### config.mk
export PLATFORM = sky130hd
export DESIGN_NAME = int_to_fp_converter
export DESIGN_NICKNAME = d
export VERILOG_FILES = /design/src/rtl/int_to_fp_converter.sv
export SDC_FILE = /design/constraint.sdc
export NUM_CORES = 1
export LEC_CHECK = 0
export BUFFER_PORTS_ARGS = -buffer_cell sky130_fd_sc_hd__clkbuf_2
export CORE_ASPECT_RATIO = 0.5
export CORE_UTILIZATION = 45
export CTS_CLUSTER_SIZE = 8
export DETAILED_ROUTE_END_ITERATION = 12
export SLEW_MARGIN = 10
export SYNTH_ARGS = -nofsm -noshare
export SYNTH_HDL_FRONTEND = slang
export SYNTH_SLANG_ARGS = --single-unit
### constraint.sdc
create_clock -name clk -period 6.4 [get_ports clk]
set_input_delay 1.28 -clock clk [delete_from_list [all_inputs] [get_ports clk]]
set_output_delay 1.28 -clock clk [all_outputs]
set_load 0.01 [all_outputs]
### src/rtl/int_to_fp_converter.sv
// Multi-cycle 32-bit integer (signed or unsigned) to IEEE-754 binary32 converter.
// Round to nearest, ties to even; normalises one bit position per cycle.
module int_to_fp_converter (
    input  logic        clk,
    input  logic        reset,
    input  logic        start,
    input  logic [31:0] a,
    input  logic        is_signed,
    output logic [31:0] result,
    output logic        done,
    output logic        busy
);

    localparam logic [2:0] ST_IDLE      = 3'd0;
    localparam logic [2:0] ST_UNPACK    = 3'd1;
    localparam logic [2:0] ST_NORMALIZE = 3'd2;
    localparam logic [2:0] ST_ROUND     = 3'd3;
    localparam logic [2:0] ST_PACK      = 3'd4;
    localparam logic [2:0] ST_DONE      = 3'd5;

    logic [2:0]  state_r;
    logic [31:0] a_r;
    logic        is_signed_r;
    logic        sign_r;
    logic [31:0] mag_r;
    logic [7:0]  exp_r;
    logic [22:0] mant_r;
    logic        zero_r;

    logic [22:0] mant_s;
    logic        guard_s;
    logic        sticky_s;
    logic        inc_s;
    logic [23:0] mant_sum_s;

    // Round-to-nearest-even increment decision from lsb, guard and sticky bits.
    function automatic logic rne_increment(input logic lsb, input logic guard, input logic sticky);
        return guard & (sticky | lsb);
    endfunction

    assign busy = (state_r != ST_IDLE);

    // Rounding datapath on the normalised magnitude.
    always_comb begin
        mant_s     = mag_r[30:8];
        guard_s    = mag_r[7];
        sticky_s   = |mag_r[6:0];
        inc_s      = rne_increment(mant_s[0], guard_s, sticky_s);
        mant_sum_s = {1'b0, mant_s} + 24'd1;
    end

    // Control FSM and datapath registers.
    always_ff @(posedge clk or posedge reset) begin
        if (reset) begin
            state_r     <= ST_IDLE;
            a_r         <= 32'd0;
            is_signed_r <= 1'b0;
            sign_r      <= 1'b0;
            mag_r       <= 32'd0;
            exp_r       <= 8'd0;
            mant_r      <= 23'd0;
            zero_r      <= 1'b0;
            result      <= 32'd0;
            done        <= 1'b0;
        end else begin
            case (state_r)
                ST_IDLE: begin
                    done <= 1'b0;
                    if (start) begin
                        a_r         <= a;
                        is_signed_r <= is_signed;
                        state_r     <= ST_UNPACK;
                    end else begin
                        state_r <= ST_IDLE;
                    end
                end
                ST_UNPACK: begin
                    sign_r <= is_signed_r & a_r[31];
                    // Negating 0x80000000 yields 0x80000000, which is the correct magnitude.
                    mag_r  <= (is_signed_r & a_r[31]) ? (~a_r + 32'd1) : a_r;
                    exp_r  <= 8'd158;
                    zero_r <= (a_r == 32'd0);
                    if (a_r == 32'd0) begin
                        state_r <= ST_PACK;
                    end else begin
                        state_r <= ST_NORMALIZE;
                    end
                end
                ST_NORMALIZE: begin
                    if (!mag_r[31]) begin
                        mag_r   <= {mag_r[30:0], 1'b0};
                        exp_r   <= exp_r - 8'd1;
                        state_r <= ST_NORMALIZE;
                    end else begin
                        state_r <= ST_ROUND;
                    end
                end
                ST_ROUND: begin
                    if (inc_s) begin
                        // A carry out of the mantissa bumps the exponent; the mantissa wraps to zero.
                        mant_r <= mant_sum_s[22:0];
                        exp_r  <= exp_r + {7'd0, mant_sum_s[23]};
                    end else begin
                        mant_r <= mant_s;
                    end
                    state_r <= ST_PACK;
                end
                ST_PACK: begin
                    result  <= zero_r ? 32'h0000_0000 : {sign_r, exp_r, mant_r};
                    state_r <= ST_DONE;
                end
                ST_DONE: begin
                    done    <= 1'b1;
                    state_r <= ST_IDLE;
                end
                default: begin
                    done    <= 1'b0;
                    state_r <= ST_IDLE;
                end
            endcase
        end
    end

endmodule

==> metrics.md, run 1 <==
| Metric | Value |
|---|---|
| PwrDens | 529 nW/um^2 |
| R2R Setup Slk | 3.28 ns |
| Worst flop-to-flop path endpoint | exp_r[6] |
| Layout cells sized above 1 | 19.4% |
| Commonest non-fill, non-tap cell in the layout | dfrtp_1 |
| Peak Freq | 0.320 GHz |
| Crit path max fanout | 53 |
| Final setup fails | 0 |
| Most frequent cells in the layout | dfrtp_1, nand2_1, o21ai_0 |
| First-pass GRT wire length | 26.9 mm |
| Die height | 89.8 um |
| Antenna Cells | 0 |
| Routed wire length | 15.6 mm |
| Initial antenna violation count | 0 |
| Final WS setup | 3.28 ns |
| Relative slew slack | 35.5% |
| YS warnings | 0 |
| Crit path from | state_r[1] |
| Pin count of the biggest net entering global routing | 77 |
| Predominant post-synthesis flop cell | dfrtp_1 |
| Max-Cap Viols | 0 |
| Via count | 5203 |
| Sequential share of the synthesized area | 48.3% |
| Avg WL per Cell | 16.0 um |
| Drt pass-1 iters | 4 |
| Synth Area per Inst | 9.64 sq um |
| Hpwl dp | 11.0 mm |
| CTS tree | built |
| GPL Wtd Cong | 0.817 |
| Clock latency on the worst-skew pair | 0.42 ns |
| Yosys reg bits | 134 |
| Crit path arrival time | 3.39 ns |
| CP Capture Type | flop |
| TNS Setup | 0 ns |
| Slew @ Worst Pin | 0.964 ns |
| Pre-CTS setup slack | 3.25 ns |
| Hold WC Path Type | reg2reg |
| Clk slew on worst S/H paths | 0.06 ns |
| Inserted Clock Buffers | 17 |
| Starting Density | 47.0% |
| Drt drc | 0 |
| Starting DRC count in detailed routing | 365 |
| Post-Syn Nets | 766 |
| Root buffer selected by CTS | clkbuf_16 |
| Total grt overflow | 0 |
| Hold slack | 0.474 ns |
| Post-synthesis async set-or-reset flop share | 100% |
| Num ports | 70 |
| Core area | 14800 sq um |
| Die area | 16000 sq um |
| Number of setup buffers added after CTS | 0 |
| Area growth, synth to finish | 15.4% |
| Tmin final | 3.12 ns |
| Vias in the first global route | 5017 |
| Avg Vias per Cell | 5.33 |
| CTS sink cnt | 134 |
| R2r startpoint | state_r[1] |
| IO Port Bufs | 69 |
| Startpoint type of the worst setup path | flop |
| H-tree levels | 4 |
| Status | complete, no violations |
| Worst Setup EP | exp_r[6] |
| RSZ-0062 raised after global routing | false |
| Final period utilization | 48.8% |
| CP Data Required Time | 6.67 ns |
| LEAKAGE | 3.40 nW |
| Clock Skews | 0.0119 ns |
| Pins Over Slew Limit | 0 |
| Number of synthesized flops with an enable pin | 0 |
| Die X | 178 um |
| Post-detailed-route count of antenna-violating nets | 0 |
| Hold_buf cts | 0 |
| WS Path Type | reg2reg |
| FF-to-FF path depth | 10 |
| Clk buf depth | 2 |
| Tot Pwr | 4.24 mW |
| Nets | 813 |
| Row cnt | 31 |
| Mapped Cells | 720 |
| GRT Total Usage | 21.4% |
| Fill cells | 1368 |
| Netlist cell types | 55 |
| Worst vdd rail ir drop | 207 uV |
| Fin. Hold Viols | 0 |
| Post-Syn Area | 6940 sq um |
| CTS resizes | 0 |
[cells in the mapped netlist, types with 5 or more instances]
library cell	count	area [sq um]
a21oi_1	12	60.1
nor3_1	14	70.1
o21ai_0	84	420
xnor2_1	28	245
xor2_1	15	131
nor2b_1	5	31.3
mux2i_1	15	150
nand4_1	12	75.1
o211ai_1	8	60.1
o31ai_1	5	37.5
inv_1	14	52.6
o21ai_1	6	30.0
nor4_1	11	68.8
nand2b_1	34	213
nand2_1	103	387
a22oi_1	26	195
dfrtp_1	134	3350
nor2_1	39	146
mux2_2	32	360
ha_1	9	113
nand3_1	13	65.1
clkbuf_1	43	161
a31oi_1	6	37.5
[routing by layer]
layer / routed length, um / part of all wire [%] / track usage (%) / vias to the layer above
met4: 121 / 0.77 / 5.56 / 0
met3: 834 / 5.3 / 5.25 / 10
met2: 5730 / 37 / 26.0 / 137
li1: - / - / - / 2651
met5: 0 / 0 / 0 / -
met1: 8960 / 57 / 36.1 / 2405
[cells by family after synthesis]
| logic type | synth area share, % |
|---|---|
| compound gates | 14.5 |
| xor+xnor | 5.43 |
| fa+ha+maj | 1.91 |
| buf+inv | 3.42 |
| flops | 48.3 |
| mux | 7.35 |
| simple gates | 19.1 |
[flip-flops by register name (all words and copies together), names as in the netlist]
name and flops:
a_r 32, mant_r 23, zero_r 1, exp_r 8
result 32, done 1, sign_r 1, is_signed_r 1
state_r 3, mag_r 32
[stage by stage]
step                utilization (%)  cells  area, sq um
global route                   54.2    977         8010
CTS                            54.2    977         8010
finish                         54.2    977         8010
global placement               50.1    946         7400
detailed placement             50.1    946         7400
floorplan                         -    720         6940
[worst max-delay path: stages, from the launching register on]
cell     delay [ns]
dfrtp_1        0.48
nor2b_1        0.42
and2_1         0.29
inv_1          0.06
buf_4          0.28
fa_1           0.47
a21o_1         0.20
a21oi_1        0.26
nor4_1         0.08
o41ai_1        0.32
o21ai_0        0.11
[power by group]
| part | total (mW) | switching [mW] | internal [mW] |
|---|---|---|---|
| Clock | 1.01 | 0.373 | 0.632 |
| Combinational | 1.57 | 0.876 | 0.690 |
| Sequential | 1.67 | 0.436 | 1.23 |
[final cells by class]
| class | count | area, sq um | share of cell area [%] |
|---|---|---|---|
| Clock buffer | 20 | 457 | 5.70 |
| Clock inverter | 11 | 150 | 1.87 |
| Inverter | 14 | 55.1 | 0.687 |
| Multi-Input combinational cell | 525 | 3360 | 41.9 |
| Sequential cell | 134 | 3350 | 41.9 |
| Tap cell | 198 | 248 | 3.09 |
| Timing Repair Buffer | 75 | 390 | 4.87 |
[how the worst min path moves through the flow]
stage                       endpoint        from  cells after the start
final                     result[10]  result[10]                      2
after global routing       mant_r[5]   mant_r[5]                      2
after CTS                 result[14]  result[14]                      2
after detailed placement  result[14]  result[14]                      2
after global placement    result[15]  result[15]                      2
after floorplan            mant_r[0]   mant_r[0]                      2
Power figures use the tool's default switching activity.
==> run 2: changes to the inputs <==
--- a/config.mk
+++ b/config.mk
@@ -10,6 +10,7 @@
 export CORE_UTILIZATION = 45
 export CTS_CLUSTER_SIZE = 8
 export DETAILED_ROUTE_END_ITERATION = 12
+export PLACE_DENSITY = 0.66
 export SLEW_MARGIN = 10
 export SYNTH_ARGS = -nofsm -noshare
 export SYNTH_HDL_FRONTEND = slang
==> constraint.sdc (replaced) <==
create_clock -name clk -period 2.7 [get_ports clk]
set_input_delay 0.54 -clock clk [delete_from_list [all_inputs] [get_ports clk]]
set_output_delay 0.54 -clock clk [all_outputs]
set_load 0.01 [all_outputs]
==> metrics.md, run 2 (synthesized netlist as in run 1, its figures left out) <==
| Metric | Value |
|---|---|
| Area growth, synth to finish | 22.7% |
| Slew @ Worst Pin | 1.13 ns |
| Hold WC Path Type | in2async |
| Clock latency on the worst-skew pair | 0.41 ns |
| Drt drc | 0 |
| Avg WL per Cell | 15.8 um |
| CP Data Required Time | 3.04 ns |
| Worst flop-to-flop path endpoint | exp_r[6] |
| Largest registers | a_r x32, mag_r x32, result x32 |
| Hpwl dp | 11.6 mm |
| Status | complete, no violations |
| Nets | 859 |
| Cell family with most CP delay | compound AO/OA/AOI/OAI gates |
| Avg Vias per Cell | 5.35 |
| Clock power share | 24.8% |
| Gate power share | 40.7% |
| Layout cells sized above 1 | 25.3% |
| Antenna Cells | 0 |
| Switching share of power | 38.0% |
| Core area | 14800 sq um |
| Final setup fails | 0 |
| Worst path slowest cell | dfrtp_1 |
| Starting DRC count in detailed routing | 404 |
| CP Capture Type | flop |
| CTS sink cnt | 134 |
| Max stage delay on crit path | 0.35 ns |
| IO Port Bufs | 69 |
| Die height | 89.8 um |
| Startpoint type of the worst setup path | flop |
| Crit path max fanout | 2 |
| H-tree levels | 4 |
| FF-to-FF path depth | 13 |
| Non-Filler Instances | 1024 |
| Die area | 16000 sq um |
| Most frequent cells in the layout | dfrtp_1, nand2_1, o21ai_0 |
| Die X | 178 um |
| Fin. Hold Viols | 0 |
| GPL Wtd Cong | 0.845 |
| CP cell instances | nand4_1 -> nor3_1 -> buf_4 -> nand3_2 -> o31ai_4 -> ha_2 -> fa_2 -> a21o_1 -> a21oi_2 -> buf_4 -> nor4_1 -> o41ai_2 -> o21ai_1 |
| Placed Instances | 989 |
| GRT Total Usage | 21.5% |
| CTS tree | built |
| Worst vdd rail ir drop | 487 uV |
| Row cnt | 31 |
| Post-detailed-route count of antenna-violating nets | 0 |
| Hold slack | 0.255 ns |
| Commonest non-fill, non-tap cell in the layout | dfrtp_1 |
| Via count | 5481 |
| R2R Setup Slk | 0.17 ns |
| Num ports | 70 |
| LEAKAGE | 3.69 nW |
| Pin count of the biggest net entering global routing | 65 |
| CP dominant cell by count | buf_4 |
| Routed wire length | 16.2 mm |
| Starting Density | 47.0% |
| Max-Cap Viols | 0 |
| RSZ-0062 raised after global routing | false |
| WS Path Type | reg2reg |
| Root buffer selected by CTS | clkbuf_16 |
| Clk slew on worst S/H paths | 0.06 ns |
| Initial antenna violation count | 0 |
| Pins Over Slew Limit | 0 |
| Tmin final | 2.53 ns |
| First-pass GRT wire length | 27.2 mm |
| Crit path arrival time | 2.87 ns |
| Vias in the first global route | 5294 |
| CP Buf/Inv Count | 2 |
| Drt pass-1 iters | 6 |
| Internal power | 6.69 mW |
| Final period utilization | 93.7% |
| R2r startpoint | mag_r[21] |
| Clock Skews | 0.0108 ns |
| Relative slew slack | 24.1% |
| Inserted Clock Buffers | 17 |
| Clk buf depth | 2 |
| Total grt overflow | 0 |
| Sw power | 4.10 mW |
| PwrDens | 1270 nW/um^2 |
| Tot Pwr | 10.8 mW |
| Peak Freq | 0.395 GHz |
| Sequential share of power | 34.5% |
## run 2: cell types whose count changed in the layout (fill, tap and decap cells not counted), sizes merged
cell | previous run | this run
buf | 6 | 52
bufinv | 3 | 6
clkinv | 2 | 4
clkinvlp | 5 | 3
inv | 15 | 13
## run 2: how the worst max path moves through the flow
stage	from	end	slack (ns)	cells after the start
final	mag_r[21]	exp_r[6]	0.17	13
after global routing	mag_r[26]	exp_r[6]	0.02	13
after CTS	mag_r[15]	exp_r[6]	0.04	10
after detailed placement	mag_r[15]	exp_r[6]	-0.002	10
after global placement	mag_r[15]	exp_r[6]	0.11	10
after floorplan	state_r[2]	exp_r[6]	0.02	12
## run 2: repair_timing
action / in CTS / in global routing
gates resized for setup: 1 / 10
hold buffers: 0 / 0
pin swaps: 0 / 9
endpoints found under the setup margin: 2 / 2
setup buffers: 0 / 3
## run 2: metal layers
metal,share of wire [%],global-route usage (%)
met5,0,0
met4,0.51,6.05
met3,5.7,4.15
met2,40,28.5
met1,54,34.7
## run 2: layout make-up
cell class | instances | area, sq um
fillers | 1279 | 6260
inverters | 14 | 56.3
multi-input cells | 525 | 3410
clock inverters | 12 | 223
flip-flops and latches | 134 | 3350
well taps | 198 | 248
repair buffers | 121 | 761
clock buffers | 20 | 467
## run 2: power groups by stage
stage / clock, mW / combinational (mW) / sequential, mW
2_1_floorplan: 0 / 2.89 / 3.67
3_3_place_gp: 0 / 4.18 / 3.69
3_5_place_dp: 0 / 4.27 / 3.74
4_1_cts: 2.72 / 4.31 / 3.72
5_1_grt: 2.81 / 4.89 / 3.87
6_report: 2.68 / 4.39 / 3.73
## run 2: through the flow
stage / setup WS, ns / utilization, % / cell area (sq um) / TNS (ns)
2_1_floorplan: 0.0236 / - / 6970 / 0
3_3_place_gp: 0.110 / 52.5 / 7760 / 0
3_5_place_dp: -0.00190 / 52.5 / 7760 / -0.00190
4_1_cts: 0.0406 / 57.2 / 8450 / 0
5_1_grt: 0.0217 / 57.6 / 8520 / 0
6_report: 0.171 / 57.6 / 8520 / 0
==> run 3: changes to the inputs <==
--- a/config.mk
+++ b/config.mk
@@ -10,7 +10,6 @@
 export CORE_UTILIZATION = 45
 export CTS_CLUSTER_SIZE = 8
 export DETAILED_ROUTE_END_ITERATION = 12
-export PLACE_DENSITY = 0.66
 export SLEW_MARGIN = 10
 export SYNTH_ARGS = -nofsm -noshare
 export SYNTH_HDL_FRONTEND = slang
==> constraint.sdc (replaced) <==
create_clock -name clk -period 2.8 [get_ports clk]
set_input_delay 0.56 -clock clk [delete_from_list [all_inputs] [get_ports clk]]
set_output_delay 0.56 -clock clk [all_outputs]
set_load 0.01 [all_outputs]
==> metrics.md, run 3 (synthesized netlist as in run 1, its figures left out) <==
| Metric | Value |
|---|---|
| Status | complete, no violations |
| Worst path slowest cell | dfrtp_1 |
| CTS sink cnt | 134 |
| CP Data Required Time | 3.10 ns |
| Crit path arrival time | 2.97 ns |
| CP Capture Type | flop |
| Max stage delay on crit path | 0.42 ns |
| Clock Skews | 0.0121 ns |
| Clock power share | 21.5% |
| Sw power | 3.95 mW |
| RSZ-0062 raised after global routing | true |
| Tmin final | 2.67 ns |
| Clock latency on the worst-skew pair | 0.42 ns |
| Die height | 89.8 um |
| Root buffer selected by CTS | clkbuf_16 |
| Inserted Clock Buffers | 17 |
| H-tree levels | 4 |
| Most frequent cells in the layout | dfrtp_1, nand2_1, o21ai_0 |
| CTS tree | built |
| Vias in the first global route | 5091 |
| Num ports | 70 |
| Avg WL per Cell | 15.8 um |
| GRT Total Usage | 21.6% |
| Via count | 5379 |
| Internal power | 5.85 mW |
| R2r startpoint | mag_r[14] |
| Starting DRC count in detailed routing | 342 |
| Fill cells | 1380 |
| Area growth, synth to finish | 19.4% |
| Peak Freq | 0.375 GHz |
| GPL Wtd Cong | 0.824 |
| Nets | 846 |
| Tot Pwr | 9.81 mW |
| Die X | 178 um |
| Drt pass-1 iters | 5 |
| Drt drc | 0 |
| Final period utilization | 95.3% |
| Gate power share | 41.3% |
| Initial antenna violation count | 0 |
| Row cnt | 31 |
| CP cell instances | nand3_1 -> or3_1 -> o31ai_2 -> ha_2 -> fa_2 -> a21o_1 -> a21oi_2 -> o211a_1 -> o41ai_2 -> o21ai_1 |
| Die area | 16000 sq um |
| Placed Instances | 975 |
| Largest registers | a_r x32, mag_r x32, result x32 |
| Antenna Cells | 0 |
| TNS Setup | 0 ns |
| Pins Over Slew Limit | 0 |
| Pre-CTS setup slack | 0.0108 ns |
| Relative slew slack | 34.7% |
| Slew @ Worst Pin | 0.976 ns |
| Pin count of the biggest net entering global routing | 68 |
| Worst vdd rail ir drop | 467 uV |
| First-pass GRT wire length | 27.1 mm |
| Clk slew on worst S/H paths | 0.06 ns |
| Layout cells sized above 1 | 24.4% |
| LEAKAGE | 3.55 nW |
| Commonest non-fill, non-tap cell in the layout | dfrtp_1 |
| Total grt overflow | 0 |
| Clk buf depth | 2 |
| Switching share of power | 40.3% |
| Hold WC Path Type | in2async |
| Hpwl dp | 11.5 mm |
| WS Path Type | reg2reg |
| Sequential share of power | 37.2% |
| Hold slack | 0.234 ns |
| IO Port Bufs | 69 |
| Fin. Hold Viols | 0 |
| Max-Cap Viols | 0 |
| PwrDens | 1180 nW/um^2 |
| Post-detailed-route count of antenna-violating nets | 0 |
| Crit path from | mag_r[14] |
| Avg Vias per Cell | 5.32 |
| Routed wire length | 16.0 mm |
| Final setup fails | 0 |
| Non-Filler Instances | 1011 |
| Final WS setup | 0.132 ns |
| Core area | 14800 sq um |
| Starting Density | 47.0% |
| Crit path max fanout | 5 |
| Startpoint type of the worst setup path | flop |
[run 3: changes by cell type in the layout (fill, tap and decap cells not counted), sizes merged]
cell | before | now
bufinv | 6 | 1
clkbuf | 89 | 87
clkinvlp | 3 | 7
buf | 52 | 38
inv | 13 | 14
clkinv | 4 | 7
[run 3: cell type report]
class / count / area, sq um / share of cell area (%)
Inverter: 14 / 60.1 / 0.725
Clock buffer: 18 / 439 / 5.30
Timing Repair inverter: 1 / 7.51 / 0.0906
Tap cell: 198 / 248 / 2.99
Clock inverter: 14 / 128 / 1.54
Multi-Input combinational cell: 525 / 3390 / 41.0
Timing Repair Buffer: 107 / 656 / 7.91
Sequential cell: 134 / 3360 / 40.5
[run 3: power by group through the flow]
stage               Combinational, mW  Sequential (mW)  Clock, mW
CTS                              4.00             3.64       2.15
global route                     4.55             3.78       2.25
floorplan                        2.78             3.54          0
detailed placement               3.96             3.67          0
global placement                 3.90             3.63          0
finish                           4.05             3.64       2.11
[run 3: worst max-delay path: cells and delay by family, from the launching register on]
family / cells / cell delay (ns)
compound gates: 6 / 1.17
simple gates: 2 / 0.51
fa+ha+maj: 2 / 0.45
flops: 1 / 0.42
[run 3: repair_timing]
action / 4_1_cts / 5_1_grt
gates resized for setup: 0 / 12
setup endpoints to repair: 0 / 2
hold buffers: 0 / 0
setup buffers: 0 / 3
[run 3: worst paths after layout]
check	endpoint	slack (ns)	cells past startpoint
max in group asynchronous	mag_r[13]	1.80	3
worst max-delay path	exp_r[6]	0.13	10
min in group clk	a_r[1]	0.35	3
worst min register to register	result[0]	0.47	2
worst min-delay path	result[1]	0.23	2
worst max register to register	exp_r[6]	0.13	10
[run 3: layer usage]
metal  vias up  share of wire [%]  wire [um]  GRT usage [%]
li1       2708                  -          -              -
met1      2521                 56       9020           36.8
met2       142                 38       6020           26.3
met3         8                5.3        854           4.53
met4         0               0.46         73           5.77
met5         -                  0          0              0
[run 3: stage by stage]
stage	utilization (%)	instance area [sq um]
after floorplan	-	6960
after global placement	51.8	7650
after detailed placement	51.8	7650
after CTS	55.6	8220
after global routing	56.1	8290
final	56.1	8290
